$ cat config.mk
export PLATFORM = sky130hd
export DESIGN_NAME = bullet_engine
export DESIGN_NICKNAME = d
export VERILOG_FILES = /design/src/rtl/bullet_engine.sv
export SDC_FILE = /design/constraint.sdc
export NUM_CORES = 1
export LEC_CHECK = 0
export ABC_AREA = 1
export CAP_MARGIN = 20
export CORE_MARGIN = 5
export CORE_UTILIZATION = 30
export CTS_CLUSTER_DIAMETER = 60
export DETAILED_ROUTE_END_ITERATION = 8
export PLACE_DENSITY = 0.53
export SLEW_MARGIN = 10
export SYNTH_ARGS = -nofsm -noshare
export SYNTH_HDL_FRONTEND = slang
export SYNTH_SLANG_ARGS = --single-unit
$ cat constraint.sdc
create_clock -name clk_i -period 4.1 [get_ports clk_i]
set_input_delay 1.23 -clock clk_i [delete_from_list [all_inputs] [get_ports clk_i]]
set_output_delay 1.23 -clock clk_i [all_outputs]
set_load 0.02 [all_outputs]
$ cat src/rtl/bullet_engine.sv
// bullet_engine: per-tank bullet generator feeding the collision block.
// Launches one bullet from the tank edge on an accepted fire request. Moves it
// SPEED pixels per frame tick and runs a timed explosion when the collision
// block flags a hit or the bullet reaches the screen border.
//
// Ports:
//   clk_i, reset_i              clock, asynchronous active-high reset
//   frame_tick_i                one-cycle pulse per frame
//   fire_i, enable_i            fire request; accepted only while the tank is alive
//   tank_x_i/_y_i, tank_dir_i   tank top-left and facing (0 up,1 right,2 down,3 left)
//   pixel_x_i/_y_i              current scan pixel
//   explose_i                   bullet-explode flag from the collision block
//   fire_ack_o                  one-cycle pulse, coincident with the loaded launch position
//   bullet_pixel_o              scan pixel lies inside the flying bullet
//   explode_pixel_o             scan pixel lies inside the explosion box
//   busy_o                      engine not idle
//   bullet_x_o/_y_o             bullet top-left
module bullet_engine #(
  parameter int H_RES          = 640,
  parameter int V_RES          = 480,
  parameter int COORD_W        = 10,
  parameter int TANK_SIZE      = 16,
  parameter int BULLET_SIZE    = 4,
  parameter int SPEED          = 4,
  parameter int EXPLODE_FRAMES = 8
) (
  input  logic               clk_i,
  input  logic               reset_i,
  input  logic               frame_tick_i,
  input  logic               fire_i,
  input  logic               enable_i,
  input  logic [COORD_W-1:0] tank_x_i,
  input  logic [COORD_W-1:0] tank_y_i,
  input  logic [1:0]         tank_dir_i,
  input  logic [COORD_W-1:0] pixel_x_i,
  input  logic [COORD_W-1:0] pixel_y_i,
  input  logic               explose_i,
  output logic               fire_ack_o,
  output logic               bullet_pixel_o,
  output logic               explode_pixel_o,
  output logic               busy_o,
  output logic [COORD_W-1:0] bullet_x_o,
  output logic [COORD_W-1:0] bullet_y_o
);

  localparam int EW    = COORD_W + 1;
  localparam int SW    = COORD_W + 2;
  localparam int CNT_W = $clog2(EXPLODE_FRAMES + 1);

  localparam logic [COORD_W-1:0] OFS_C = COORD_W'((TANK_SIZE - BULLET_SIZE) / 2);
  localparam logic [COORD_W-1:0] TS_C  = COORD_W'(TANK_SIZE);
  localparam logic [COORD_W-1:0] BS_C  = COORD_W'(BULLET_SIZE);
  localparam logic [COORD_W-1:0] SP_C  = COORD_W'(SPEED);
  localparam logic [EW-1:0]      TS_E  = EW'(TANK_SIZE);
  localparam logic [EW-1:0]      BS_E  = EW'(BULLET_SIZE);
  localparam logic [EW-1:0]      SP_E  = EW'(SPEED);
  localparam logic [EW-1:0]      HR_E  = EW'(H_RES);
  localparam logic [EW-1:0]      VR_E  = EW'(V_RES);
  localparam logic signed [SW-1:0] BS_S  = SW'(BULLET_SIZE);
  localparam logic signed [SW-1:0] BS2_S = SW'(2 * BULLET_SIZE);
  localparam logic [CNT_W-1:0]   CNT_LAST = CNT_W'(EXPLODE_FRAMES - 1);

  typedef enum logic [1:0] {S_IDLE, S_FLY, S_EXPLODE} state_t;

  state_t             state_q, state_d;
  logic [COORD_W-1:0] bx_q, bx_d, by_q, by_d;
  logic [1:0]         dir_q, dir_d;
  logic [CNT_W-1:0]   cnt_q, cnt_d;
  logic               ack_q, ack_d;
  logic               off_scr, hit;

  // Zero-extended copies so edge checks cannot overflow.
  logic [EW-1:0] tx_e, ty_e, bx_e, by_e;
  assign tx_e = {1'b0, tank_x_i};
  assign ty_e = {1'b0, tank_y_i};
  assign bx_e = {1'b0, bx_q};
  assign by_e = {1'b0, by_q};

  always_ff @(posedge clk_i or posedge reset_i) begin
    if (reset_i) begin
      state_q <= S_IDLE;
      bx_q    <= '0;
      by_q    <= '0;
      dir_q   <= '0;
      cnt_q   <= '0;
      ack_q   <= 1'b0;
    end else begin
      state_q <= state_d;
      bx_q    <= bx_d;
      by_q    <= by_d;
      dir_q   <= dir_d;
      cnt_q   <= cnt_d;
      ack_q   <= ack_d;
    end
  end

  always_comb begin
    state_d = state_q;
    bx_d    = bx_q;
    by_d    = by_q;
    dir_d   = dir_q;
    cnt_d   = cnt_q;
    ack_d   = 1'b0;
    off_scr = 1'b0;
    hit     = 1'b0;
    case (state_q)
      S_IDLE: begin
        if (fire_i && enable_i) begin
          dir_d = tank_dir_i;
          ack_d = 1'b1;
          cnt_d = '0;
          case (tank_dir_i)
            2'd0: begin
              off_scr = ty_e < BS_E;
              bx_d    = tank_x_i + OFS_C;
              by_d    = off_scr ? '0 : tank_y_i - BS_C;
            end
            2'd1: begin
              off_scr = (tx_e + TS_E + BS_E) > HR_E;
              bx_d    = tank_x_i + TS_C;
              by_d    = tank_y_i + OFS_C;
            end
            2'd2: begin
              off_scr = (ty_e + TS_E + BS_E) > VR_E;
              bx_d    = tank_x_i + OFS_C;
              by_d    = tank_y_i + TS_C;
            end
            default: begin
              off_scr = tx_e < BS_E;
              bx_d    = off_scr ? '0 : tank_x_i - BS_C;
              by_d    = tank_y_i + OFS_C;
            end
          endcase
          state_d = off_scr ? S_EXPLODE : S_FLY;
        end
      end
      S_FLY: begin
        // A collision flag wins over a same-cycle frame tick: position stays put.
        if (explose_i) begin
          state_d = S_EXPLODE;
          cnt_d   = '0;
        end else if (frame_tick_i) begin
          case (dir_q)
            2'd0:    hit = by_e < SP_E;
            2'd1:    hit = (bx_e + BS_E + SP_E) > HR_E;
            2'd2:    hit = (by_e + BS_E + SP_E) > VR_E;
            default: hit = bx_e < SP_E;
          endcase
          if (hit) begin
            state_d = S_EXPLODE;
            cnt_d   = '0;
          end else begin
            case (dir_q)
              2'd0:    by_d = by_q - SP_C;
              2'd1:    bx_d = bx_q + SP_C;
              2'd2:    by_d = by_q + SP_C;
              default: bx_d = bx_q - SP_C;
            endcase
          end
        end
      end
      S_EXPLODE: begin
        if (frame_tick_i) begin
          if (cnt_q == CNT_LAST) begin
            state_d = S_IDLE;
            cnt_d   = '0;
          end else begin
            cnt_d = cnt_q + CNT_W'(1);
          end
        end
      end
      default: state_d = S_IDLE;
    endcase
  end

  // Signed compare at COORD_W+2 bits so the explosion box can extend past
  // the top/left edge without wrapping around to the far side.
  logic signed [SW-1:0] px_s, py_s, bx_s, by_s;
  assign px_s = signed'({2'b00, pixel_x_i});
  assign py_s = signed'({2'b00, pixel_y_i});
  assign bx_s = signed'({2'b00, bx_q});
  assign by_s = signed'({2'b00, by_q});

  logic in_bul_x, in_bul_y, in_exp_x, in_exp_y;
  assign in_bul_x = (px_s >= bx_s) && (px_s < bx_s + BS_S);
  assign in_bul_y = (py_s >= by_s) && (py_s < by_s + BS_S);
  assign in_exp_x = (px_s >= bx_s - BS_S) && (px_s < bx_s + BS2_S);
  assign in_exp_y = (py_s >= by_s - BS_S) && (py_s < by_s + BS2_S);

  assign bullet_pixel_o  = (state_q == S_FLY) && in_bul_x && in_bul_y;
  assign explode_pixel_o = (state_q == S_EXPLODE) && in_exp_x && in_exp_y;
  assign busy_o          = (state_q != S_IDLE);
  assign fire_ack_o      = ack_q;
  assign bullet_x_o      = bx_q;
  assign bullet_y_o      = by_q;

endmodule

# Word level (Yosys, flattened, before mapping)
# Cells that the tools add are included.
totals:
  memories: 0
  inputBits: 48
  rom_bits: 0
  output_inout_bits: 24
  word_cells: 126
  latchBits: 0
  ff_bits: 29
  ramBits: 0
classes:
  n_addsub: 25
  n_div: 0
  order_cmp: 16
  n_reduce_logical: 22
  shift: 0
  n_bitwise: 0
  n_eq_ne: 17
  muxes: 40
  n_mul: 0
op_table:
  columns: ["op", "n"]
  rows:
  - ["$pmux 10 s2", 6]
  - ["$mux 10", 10]
  - ["$add 10x3->11 const B", 4]
  - ["$add 11x3->11 const B", 4]
  - ["$lt 10x11->1", 4]
  - ["$add 10x3->10 const B", 4]
  - ["$lt 10x3->1 const B", 4]
  - ["$sub 10x3->10 const B", 4]
  - ["$mux 4", 6]
  - ["$add 10x4->11 const B", 2]
  - ["$add 10x5->11 const B", 2]
  - ["$ge 11x11->1", 2]
  - ["$gt 11x10->1 const B", 2]
  - ["$gt 11x9->1 const B", 2]
  - ["$sub 10x3->11 const B", 2]
  - ["$add 10x5->10 const B", 2]
  - ["$ge 10x10->1", 2]
  - ["$mux 2", 7]
  - ["$ne 2x2->1 const B", 7]
  - ["$pmux 4 s3", 1]
  - ["$reduce_and 6->1", 2]
  - ["$reduce_and 5->1", 2]
  - ["$logic_and 1x1->1", 9]
  - ["$mux 1", 7]
  - ["13 further kinds", 23]

# Depth between registers and ports, before layout
# Gate-level depths: netlist (run 1).
logic_depth:
  depth_word: 11
  ltp_mapped: 17
  depth_no_buf: 16

# Least setup slack after synthesis (run 1)
# OpenSTA, ideal clock, no wires.
synth_timing:
  path_type: "reg2out"
  start: "reg bx_q[3], in the netlist bullet_x_o[3]"
  end: "out explode_pixel_o"
  path_slack_ns: 0.336
  path_buffers: 0
  arrival_ns: 2.534
  t_required_ns: 2.870
  stages_incl_launch_ff: 16
  cell_sequence: "dfrtp_1 -> inv_1 -> ha_1 -> nand2_1 -> nand4_1 -> nor2_1 -> xor2_1 -> ha_1 -> inv_1 -> nor2_1 -> nand2_1 -> nor3_1 -> nand2_1 -> nand4_1 -> nand3_1 -> nor2_1"
synth_via:
  elab_chain_cells: 5
  word_cells_on_any_way: 7
  cone_classes: "add/sub: 2; order compare: 2; reduce/logical: 3"
synth_lines:
  columns: ["item", "line_no", "source"]
  rows:
  - ["start: declaration", "66", "logic [COORD_W-1:0] bx_q, bx_d, by_q, by_d;"]
  - ["start signal: assignment", "82", "bx_q <= '0;"]
  - ["start signal: assignment", "89", "bx_q <= bx_d;"]
  - ["$sub 10x3->11 / $add 10x4->11 (equally long branches)", "187", "assign in_exp_x = (px_s >= bx_s - BS_S) && (px_s < bx_s + BS2_S);"]
  - ["$ge 11x11->1 / $lt 10x11->1 (equally long branches)", "187", null]
  - ["$logic_and 1x1->1 *", "187", null]
  - ["$logic_and 1x1->1 * (2 in a row)", "191", "assign explode_pixel_o = (state_q == S_EXPLODE) && in_exp_x && in_exp_y;"]
  - ["end: declaration", "40", "output logic explode_pixel_o,"]
# Every way passes the cells marked *; elsewhere a longest branch is shown, timed or not.

# Worst setup path after layout (run 1)
layout_timing:
  start: "in pixel_x_i[8]"
  end: "out bullet_pixel_o"
layout_via:
  elab_chain_cells: 4
  word_cells_on_any_way: 5
  cone_classes: "order compare: 2; reduce/logical: 3"
layout_lines:
  columns: ["item", "line_no", "source"]
  rows:
  - ["start: declaration", "35", "input logic [COORD_W-1:0] pixel_x_i,"]
  - ["$lt 10x11->1 / $ge 10x10->1 (equally long branches)", "185", "assign in_bul_x = (px_s >= bx_s) && (px_s < bx_s + BS_S);"]
  - ["$logic_and 1x1->1 *", "185", null]
  - ["$logic_and 1x1->1 * (2 in a row)", "190", "assign bullet_pixel_o = (state_q == S_FLY) && in_bul_x && in_bul_y;"]
  - ["end: declaration", "39", "output logic bullet_pixel_o,"]
# Marks and branches as above.

==> impl_metrics.toml, run 1 <==
[finish]
synthToLayoutAreaGrowth_pct = 31.3
instances_no_fill = 1295
nFillCells = 2090
post-route-util_pct = 40.3
drive_gt1_share_pct = 15.0
n_antenna_cell = 0
stdcell_area_mm2 = 0.00762
fin_nets = 1192

[yosys]
syn_area_per_cell_um2 = 6.36
postSynthCellCount = 912
synth_warnings = 0
synth_top_area_cell = "ha_1"
yosysSeqAreaShare_pct = 12.5
yosys-top-cells-area = "ha_1 (23%), nand2_1 (15%), dfrtp_1 (13%)"
synth_area_mm2 = 0.00580
synth_cell_types = 49
async_flop_share_pct = 100
synth_edf_count = 0
synth-compound-area-share_pct = 15.1
ys_seq_elements = 29
synth.most_common_cell = "nand2_1"
synthSimpleGateAreaFrac_pct = 33.5
syn_nets = 1070
synth_common_cells = "nand2_1 (228), ha_1 (108), inv_1 (107)"
synth_top_area_share_pct = 23.3
synth_mux_area_share_pct = 0
synth_top_family_by_area = "simple AND/OR/NAND/NOR gates"
synth_xor_area_share_pct = 5.74
synth_top_flop_cell = "dfrtp_1"
synthAdderAreaFrac_pct = 24.0

[clock_tree]
htree_levels = 2
cts_made_buffers = 5
cts_buffer_depth = 2
holdBufCountCts = 0
clockRootBuffer = "clkbuf_16"
clk-insertion-delay-late_ns = 0.28
cts_tree = "done"
path_clk_slew_ns = 0.05
cts.sinks = 29

[floorplan]
die_w_um = 149
die_y_um = 149
row_count = 50
io_pins = 72
start_util_pct = 30.7
die_area_mm2 = 0.0222
core_mm2 = 0.0189

[global_routing]
grt_first_pass_wirelength_mm = 29.3
overflow = 0
grt_max_degree = 30
grt_pass1_vias = 5943
grt.total_usage_pct = 15.9
antenna_found_initial = 0

[place]
port_buffers = 71
finalWeightedCongestion = 0.876
post_dp_cell_area_mm2 = 0.00715
placed_cells = 1281
dp_slack_ns = -0.740
dp.final_hpwl_mm = 14.8

[status]
status = "finished, final reports clean"

[worst_setup_path]
path_max_fanout = 4
cp_slowest_stage_delay_ns = 0.31
startpoint = "pixel_x_i[8]"
cp-endpoint = "bullet_pixel_o"
rrSetupSlack_ns = 1.69
rr_endpoint = "bullet_x_o[8]$_DFFE_PP0P_"
worstPathArrival_ns = 2.75
end_kind = "primary output"
regToRegStartpoint = "dir_q[1]$_DFFE_PP0P_"
cpMaxStageDelayCell = "ha_1"
crit_type = "input port to primary output"
worstPathRequired_ns = 2.87
startpoint_type = "input port"
r2r_cells = 13
path_cells = "dlygate4sd2_1, ha_1, nand2_1, buf_4, nor2_1, a211oi_2, o2111ai_2, nand4_1, nor2_1, buf_4"

[flow_run]
cap_violations = 0

[detailed_routing]
first_pass_iters = 6
viasPerCell = 4.82
drtIter0Drc = 317
vias = 6237
post-route-drc-count = 0
drtAntennaViolNets = 0
wl_per_cell_um = 13.9
wl_mm = 18.0

[timing]
fin_tns_setup_ns = 0
skew_ns = 0.00909
fin_crit_sh_pct = 97.1
worst_pin_slew_ns = 0.472
hold_viol_final = 0
max_slew_margin_pct = 68.3
fmax_mhz = 251
fin_crit_ns = 3.98
slew_violations = 0
fin_ws_ns = 0.118
finalSetupViolations = 0

[hold_path]
hold_class = "flip-flop to flip-flop"

[pwr]
power.density_mw_per_mm2 = 685
p_leak_uw = 0.00371
vdd_drop_max_v = 0.000221
[worst min path at each step]
stage / startpoint / endpoint / depth (start not counted)
finish: cnt_q[1]$_DFFE_PP0P_ / cnt_q[1]$_DFFE_PP0P_ / 2
global route: cnt_q[1]$_DFFE_PP0P_ / cnt_q[1]$_DFFE_PP0P_ / 2
CTS: cnt_q[1]$_DFFE_PP0P_ / cnt_q[1]$_DFFE_PP0P_ / 2
detailed placement: cnt_q[1]$_DFFE_PP0P_ / cnt_q[1]$_DFFE_PP0P_ / 2
global placement: cnt_q[1]$_DFFE_PP0P_ / cnt_q[1]$_DFFE_PP0P_ / 2
floorplan: cnt_q[1]$_DFFE_PP0P_ / cnt_q[1]$_DFFE_PP0P_ / 2
[report_power, final]
group | internal (uW) | switching (uW) | total (uW)
Combinational | 1820 | 2490 | 4310
Clock | 222 | 133 | 355
Sequential | 411 | 149 | 560
Total | 2450 | 2770 | 5220
[area by class of cell]
class | instances | area (um2) | area share, %
multi-input cells | 750 | 4860 | 63.8
repair buffers | 132 | 1130 | 14.8
flip-flops and latches | 29 | 726 | 9.52
inverters | 116 | 435 | 5.71
well taps | 260 | 325 | 4.27
clock buffers | 5 | 125 | 1.64
clock inverters | 3 | 17.5 | 0.230
[per-stage QoR]
step	hold slack (ns)	total power [uW]
after global routing	0.554	5810
final	0.536	5220
after floorplan	0.485	3190
after global placement	0.516	4470
after CTS	0.531	4990
after detailed placement	0.516	4490
[logic make-up (layout without fill, tap and decap cells)]
logic type / Yosys count / in the layout
xor+xnor: 38 / 38
fa+ha+maj: 110 / 110
buf+inv: 133 / 256
compound gates: 159 / 159
simple gates: 443 / 443
flops: 29 / 29
[state kept, by name (all words and copies together) (netlist names)]
name and count:
bullet_x_o 10, bullet_y_o 10, cnt_q 4, dir_q 2, state_q 2, fire_ack_o 1
[cells in the final DEF, fill, tap and decap left out, types with 3 or more instances in the layout]
| master | count |
|---|---|
| nand2_1 | 224 |
| inv_1 | 105 |
| ha_1 | 94 |
| nand3_1 | 75 |
| nor2_1 | 68 |
| buf_4 | 61 |
| a21oi_1 | 53 |
| o21ai_0 | 53 |
| clkdlybuf4s50_1 | 49 |
| dfrtp_1 | 29 |
| xor2_1 | 28 |
| nand4_1 | 26 |
| o21ai_1 | 15 |
| ha_4 | 12 |
| xnor2_1 | 10 |
| inv_2 | 9 |
| nor3_1 | 7 |
| nand2_2 | 7 |
| nor2_2 | 7 |
| clkbuf_2 | 7 |
| dlygate4sd2_1 | 7 |
| nor3_2 | 6 |
| a21oi_2 | 6 |
| nand3_2 | 5 |
| or2_2 | 5 |
| o22ai_1 | 5 |
| a211oi_2 | 5 |
| clkbuf_16 | 5 |
| nor2_4 | 3 |
| a21o_1 | 3 |
| dlymetal6s2s_1 | 3 |
[timing repair]
action | in CTS | in global routing
gates cloned | 0 | 0
pin swaps | 20 | 36
buffers inserted | 3 | 4
resized for setup | 45 | 60
setup endpoints to repair | 2 | 2
[layer usage]
metal  routed length [um]  global-route usage (%)  vias to the layer above
met2                 8140                    26.5                      129
met1                 9000                    22.7                     2789
li1                     -                       -                     3302
met3                  605                    1.03                       17
met4                  255                    3.62                        0
met5                    0                       0                        -
[worst max-delay path, delay by kind of cell]
kind,cells,cell delay [ns]
fa+ha+maj,1,0.31
simple gates,4,0.33
compound gates,2,0.32
buf+inv,3,0.57
No activity file was read; power rests on OpenSTA's default activity.
==> run 2: changes to the inputs <==
--- a/config.mk
+++ b/config.mk
@@ -6,13 +6,13 @@
 export NUM_CORES = 1
 export LEC_CHECK = 0
 export ABC_AREA = 1
+export ABC_CLOCK_PERIOD_IN_PS = 4100
 export CAP_MARGIN = 20
 export CORE_MARGIN = 5
-export CORE_UTILIZATION = 30
+export CORE_UTILIZATION = 40
 export CTS_CLUSTER_DIAMETER = 60
 export DETAILED_ROUTE_END_ITERATION = 8
-export PLACE_DENSITY = 0.53
-export SLEW_MARGIN = 10
+export PLACE_DENSITY = 0.66
 export SYNTH_ARGS = -nofsm -noshare
 export SYNTH_HDL_FRONTEND = slang
 export SYNTH_SLANG_ARGS = --single-unit
==> run 2 against run 1 <==
  * Via count shrank 0.43%
  * Register-to-register slack improved by 0.03 ns
  * Clock skew shrank 0.0017 ns
==> impl_metrics.toml, run 2 (same netlist as run 1, synthesis figures left out) <==
[detailed_routing]
post-route-drc-count = 0
drtAntennaViolNets = 0
wl_mm = 16.7
viasPerCell = 5.15
wl_per_cell_um = 13.9
first_pass_iters = 5
vias = 6210
drtIter0Drc = 315

[pwr]
power.density_mw_per_mm2 = 691
power_uw = 5110
p_leak_uw = 0.00366
vdd_drop_max_v = 0.000218

[place]
port_buffers = 71
finalWeightedCongestion = 0.880
placed_cells = 1197
post_dp_cell_area_mm2 = 0.00701
dp.final_hpwl_mm = 13.6

[worst_setup_path]
startpoint_type = "input port"
worstPathArrival_ns = 2.77
crit_type = "input port to primary output"
end_kind = "primary output"
cp-endpoint = "bullet_pixel_o"
r2r_cells = 14
path_max_fanout = 4
worstPathRequired_ns = 2.87
rrSetupSlack_ns = 1.72
regToRegStartpoint = "dir_q[0]$_DFFE_PP0P_"
startpoint = "pixel_x_i[9]"
rr_endpoint = "bullet_x_o[8]$_DFFE_PP0P_"

[clock_tree]
cts_made_buffers = 5
clk-insertion-delay-late_ns = 0.28
cts.sinks = 29
holdBufCountCts = 0
clockRootBuffer = "clkbuf_16"
htree_levels = 2
cts_buffer_depth = 2
cts_tree = "done"
path_clk_slew_ns = 0.05

[timing]
fmax_mhz = 250
finalSetupViolations = 0
hold_viol_final = 0
worst_pin_slew_ns = 0.473
skew_ns = 0.00740
fin_crit_sh_pct = 97.5
max_slew_margin_pct = 68.3
fin_crit_ns = 4.00
slew_violations = 0
rsz0062_at_grt = "false"

[floorplan]
die_area_mm2 = 0.0170
start_util_pct = 40.4
die_w_um = 130
io_pins = 72
row_count = 44
die_y_um = 130
core_mm2 = 0.0144

[finish]
n_antenna_cell = 0
instances_no_fill = 1206
synthToLayoutAreaGrowth_pct = 27.4
most-common-layout-cells = "nand2_1 (226), inv_1 (105), ha_1 (97)"
drive_gt1_share_pct = 12.7
stdcell_area_mm2 = 0.00739
final_common_cell = "nand2_1"
fin_nets = 1180

[global_routing]
antenna_found_initial = 0
grt_first_pass_wirelength_mm = 27.3
overflow = 0
grt_max_degree = 30
grt_pass1_vias = 5763
grt.total_usage_pct = 19.4

[hold_path]
hold_class = "flip-flop to flip-flop"
min_path_cells = 2

[status]
status = "finished, final reports clean"

[flow_run]
cap_violations = 0
[run 2: metal layers]
| layer | routed length, um | share of wire [%] | track usage, % |
|---|---|---|---|
| met1 | 8120 | 49 | 27.6 |
| met2 | 7710 | 46 | 32.3 |
| met3 | 707 | 4.2 | 1.75 |
| met4 | 182 | 1.1 | 3.81 |
| met5 | 0 | 0 | 0 |
[run 2: layout make-up]
cell class	instances	area (um2)
fill	1444	6980
tap	184	230
inverter	116	435
multi-input combinational	750	4810
timing repair buffer	120	1050
sequential	29	726
clock buffer	7	143
[run 2: how the worst min path moves through the flow]
stage / slack, ns / from / endpoint
after global routing: 0.58 / cnt_q[1]$_DFFE_PP0P_ / cnt_q[1]$_DFFE_PP0P_
after detailed placement: 0.53 / cnt_q[1]$_DFFE_PP0P_ / cnt_q[1]$_DFFE_PP0P_
final: 0.54 / cnt_q[1]$_DFFE_PP0P_ / cnt_q[1]$_DFFE_PP0P_
after global placement: 0.51 / cnt_q[1]$_DFFE_PP0P_ / cnt_q[1]$_DFFE_PP0P_
after CTS: 0.55 / cnt_q[0]$_DFFE_PP0P_ / cnt_q[0]$_DFFE_PP0P_
after floorplan: 0.48 / cnt_q[1]$_DFFE_PP0P_ / cnt_q[1]$_DFFE_PP0P_
[run 2: timing repair]
item,4_1_cts,5_1_grt
buffers inserted,1,1
setup endpoints to repair,2,2
gates cloned,0,0
resized for setup,34,52
pin swaps,5,31
hold endpoints to repair,0,0
[run 2: through the flow]
| step | TNS [ns] | worst slack (ns) | util, % | hold slack [ns] |
|---|---|---|---|---|
| final | 0 | 0.102 | 51.5 | 0.543 |
| after global routing | 0 | 0.000256 | 51.5 | 0.577 |
| after CTS | -0.00867 | -0.00867 | 50.1 | 0.545 |
| after detailed placement | -1.27 | -0.657 | 48.8 | 0.529 |
| after global placement | -1.23 | -0.643 | 48.8 | 0.509 |
| after floorplan | 0 | 0.336 | - | 0.485 |
[run 2: report_power, final]
group | internal [uW] | switching (uW) | total (uW)
clock network | 238 | 126 | 363
logic | 1750 | 2430 | 4180
registers | 411 | 153 | 564
[run 2: critical path, cell delays in order]
cell and delay (ns):
dlygate4sd2_1 0.29, ha_1 0.35, nand2_1 0.11, buf_4 0.12, nor2_1 0.05, a211oi_2 0.19
o2111ai_2 0.13, nand4_1 0.10, nor2_1 0.05, buf_4 0.15
==> run 3: changes to the inputs <==
--- a/config.mk
+++ b/config.mk
@@ -8,11 +8,13 @@
 export ABC_AREA = 1
 export ABC_CLOCK_PERIOD_IN_PS = 4100
 export CAP_MARGIN = 20
+export CORE_ASPECT_RATIO = 0.8
 export CORE_MARGIN = 5
 export CORE_UTILIZATION = 40
 export CTS_CLUSTER_DIAMETER = 60
 export DETAILED_ROUTE_END_ITERATION = 8
 export PLACE_DENSITY = 0.66
+export SKIP_CTS_REPAIR_TIMING = 1
 export SYNTH_ARGS = -nofsm -noshare
 export SYNTH_HDL_FRONTEND = slang
 export SYNTH_SLANG_ARGS = --single-unit
==> run 3 against run 2 <==
  * Core utilization is 0.77 points higher
  * Design area rose by 0.64%
  * Via count increased by 0.92%
  * Flip-flop and latch count did not move
  * First-iteration DRC count rose by 28%
  * Worst hold slack worse by 0.018 ns
  * Sequential share of layout area barely moved
  * Clock skew fell by 0.0031 ns
  * Clock power rose by 8.3%
  * Critical path type unchanged
==> impl_metrics.toml, run 3 (same netlist as run 1, synthesis figures left out) <==
[global_routing]
antenna_found_initial = 0
grt_max_degree = 30
overflow = 0
grt_first_pass_wirelength_mm = 27.7
grt.total_usage_pct = 19.5
grt_pass1_vias = 5595

[detailed_routing]
wl_mm = 17.0
wl_per_cell_um = 14.1
first_pass_iters = 5
drtIter0Drc = 404
vias = 6267
viasPerCell = 5.18
post-route-drc-count = 0
drtAntennaViolNets = 0

[place]
placed_cells = 1200
dp.final_hpwl_mm = 13.9
post_dp_cell_area_mm2 = 0.00702
dp_slack_ns = -0.638
port_buffers = 71
finalWeightedCongestion = 0.922

[clock_tree]
cts_buffer_depth = 2
htree_levels = 2
path_clk_slew_ns = 0.05
cts_made_buffers = 5
cts.sinks = 29
clockRootBuffer = "clkbuf_16"
cts_tree = "done"
clk-insertion-delay-late_ns = 0.28

[worst_setup_path]
worstPathArrival_ns = 2.78
path_buf_inv = 3
cpMaxStageDelayCell = "ha_1"
cpLargestDelayFamily = "buffers and inverters"
rrSetupSlack_ns = 1.70
cp_slowest_stage_delay_ns = 0.33
crit_type = "input port to primary output"
path_max_fanout = 4
startpoint_type = "input port"
end_kind = "primary output"
path_cells = "dlymetal6s2s_1, ha_1, nand2_1, buf_4, nor2_1, a211oi_1, o2111ai_2, nand4_1, nor2_1, buf_4"
worstPathRequired_ns = 2.87

[timing]
fmax_mhz = 250
skew_ns = 0.00426
fin_crit_sh_pct = 97.7
max_slew_margin_pct = 69.6
fin_crit_ns = 4.01
finalSetupViolations = 0
slew_violations = 0
hold_viol_final = 0
fin_ws_ns = 0.0938
worst_pin_slew_ns = 0.455

[finish]
stdcell_area_mm2 = 0.00744
drive_gt1_share_pct = 12.0
n_antenna_cell = 0
synthToLayoutAreaGrowth_pct = 28.2
post-route-util_pct = 52.2
fin_nets = 1183
final_common_cell = "nand2_1"
instances_no_fill = 1210
most-common-layout-cells = "nand2_1 (226), inv_1 (104), ha_1 (100)"

[pwr]
p_leak_uw = 0.00380
power.density_mw_per_mm2 = 687
power_uw = 5110
vdd_drop_max_v = 0.000319

[floorplan]
die_w_um = 145
die_area_mm2 = 0.0170
io_pins = 72
core_mm2 = 0.0142
die_y_um = 118
row_count = 39
start_util_pct = 40.7

[flow_run]
cap_violations = 0

[status]
status = "finished, final reports clean"

[hold_path]
hold_class = "flip-flop to flip-flop"
## run 3: changes by cell type in the layout (fill, tap and decap cells not counted), moves of 3 or more
| cell | change |
|---|---|
| dlymetal6s2s_1 | +15 |
| clkbuf_2 | -8 |
| dlygate4sd2_1 | -7 |
| a211oi_1 | +4 |
| a211oi_2 | -4 |
| buf_4 | +3 |
| ha_1 | +3 |
| ha_4 | -3 |
## run 3: worst reg2reg max path, cell delays in order, from the launching register on
cell and delay [ns]:
dfrtp_1 0.44, nor2_1 0.30, inv_1 0.23, ha_1 0.38, a21oi_1 0.19, nand2_1 0.07
nand2_1 0.08, nand2_1 0.06, a21o_1 0.16, a21oi_1 0.11, o21ai_0 0.09, o21ai_0 0.09
nand2_1 0.08, nand2_1 0.07
## run 3: metrics by stage
| step | setup TNS [ns] | hold slack, ns |
|---|---|---|
| after floorplan | 0 | 0.485 |
| after global placement | -1.24 | 0.509 |
| after detailed placement | -1.26 | 0.512 |
| after CTS | -1.27 | 0.525 |
| after global routing | -0.0671 | 0.553 |
| final | 0 | 0.525 |
## run 3: path summary, 6_finish.rpt
kind                                              to  cells past startpoint                  from
max                                   bullet_pixel_o                     10          pixel_x_i[9]
min in group asynchronous       cnt_q[0]$_DFFE_PP0P_                      3               reset_i
min reg2reg                     cnt_q[1]$_DFFE_PP0P_                      2  cnt_q[1]$_DFFE_PP0P_
max reg2reg                bullet_x_o[8]$_DFFE_PP0P_                     13  dir_q[1]$_DFFE_PP0P_
max in group asynchronous  bullet_y_o[6]$_DFFE_PP0P_                      3               reset_i
min                             cnt_q[1]$_DFFE_PP0P_                      2  cnt_q[1]$_DFFE_PP0P_
## run 3: metal layers
metal / share of wire (%) / track usage, % / wire, um / vias up
met4: 1.1 / 3.73 / 195 / 0
met2: 41 / 27.7 / 6920 / 165
met1: 53 / 31.7 / 9090 / 2802
met3: 4.8 / 1.22 / 814 / 13
li1: - / - / - / 3287
met5: 0 / 0 / 0 / -
## run 3: final cells by class
cell class | count | area (um2)
multi-input combinational | 750 | 4740
clock inverter | 1 | 5.00
inverter | 116 | 435
clock buffer | 7 | 153
tap | 184 | 230
timing repair buffer | 123 | 1150
fill | 1431 | 6810
sequential | 29 | 728
## run 3: power breakdown
group	internal [uW]	switching (uW)	total [uW]
clock	257	136	393
combinational	1730	2410	4140
sequential	413	170	582
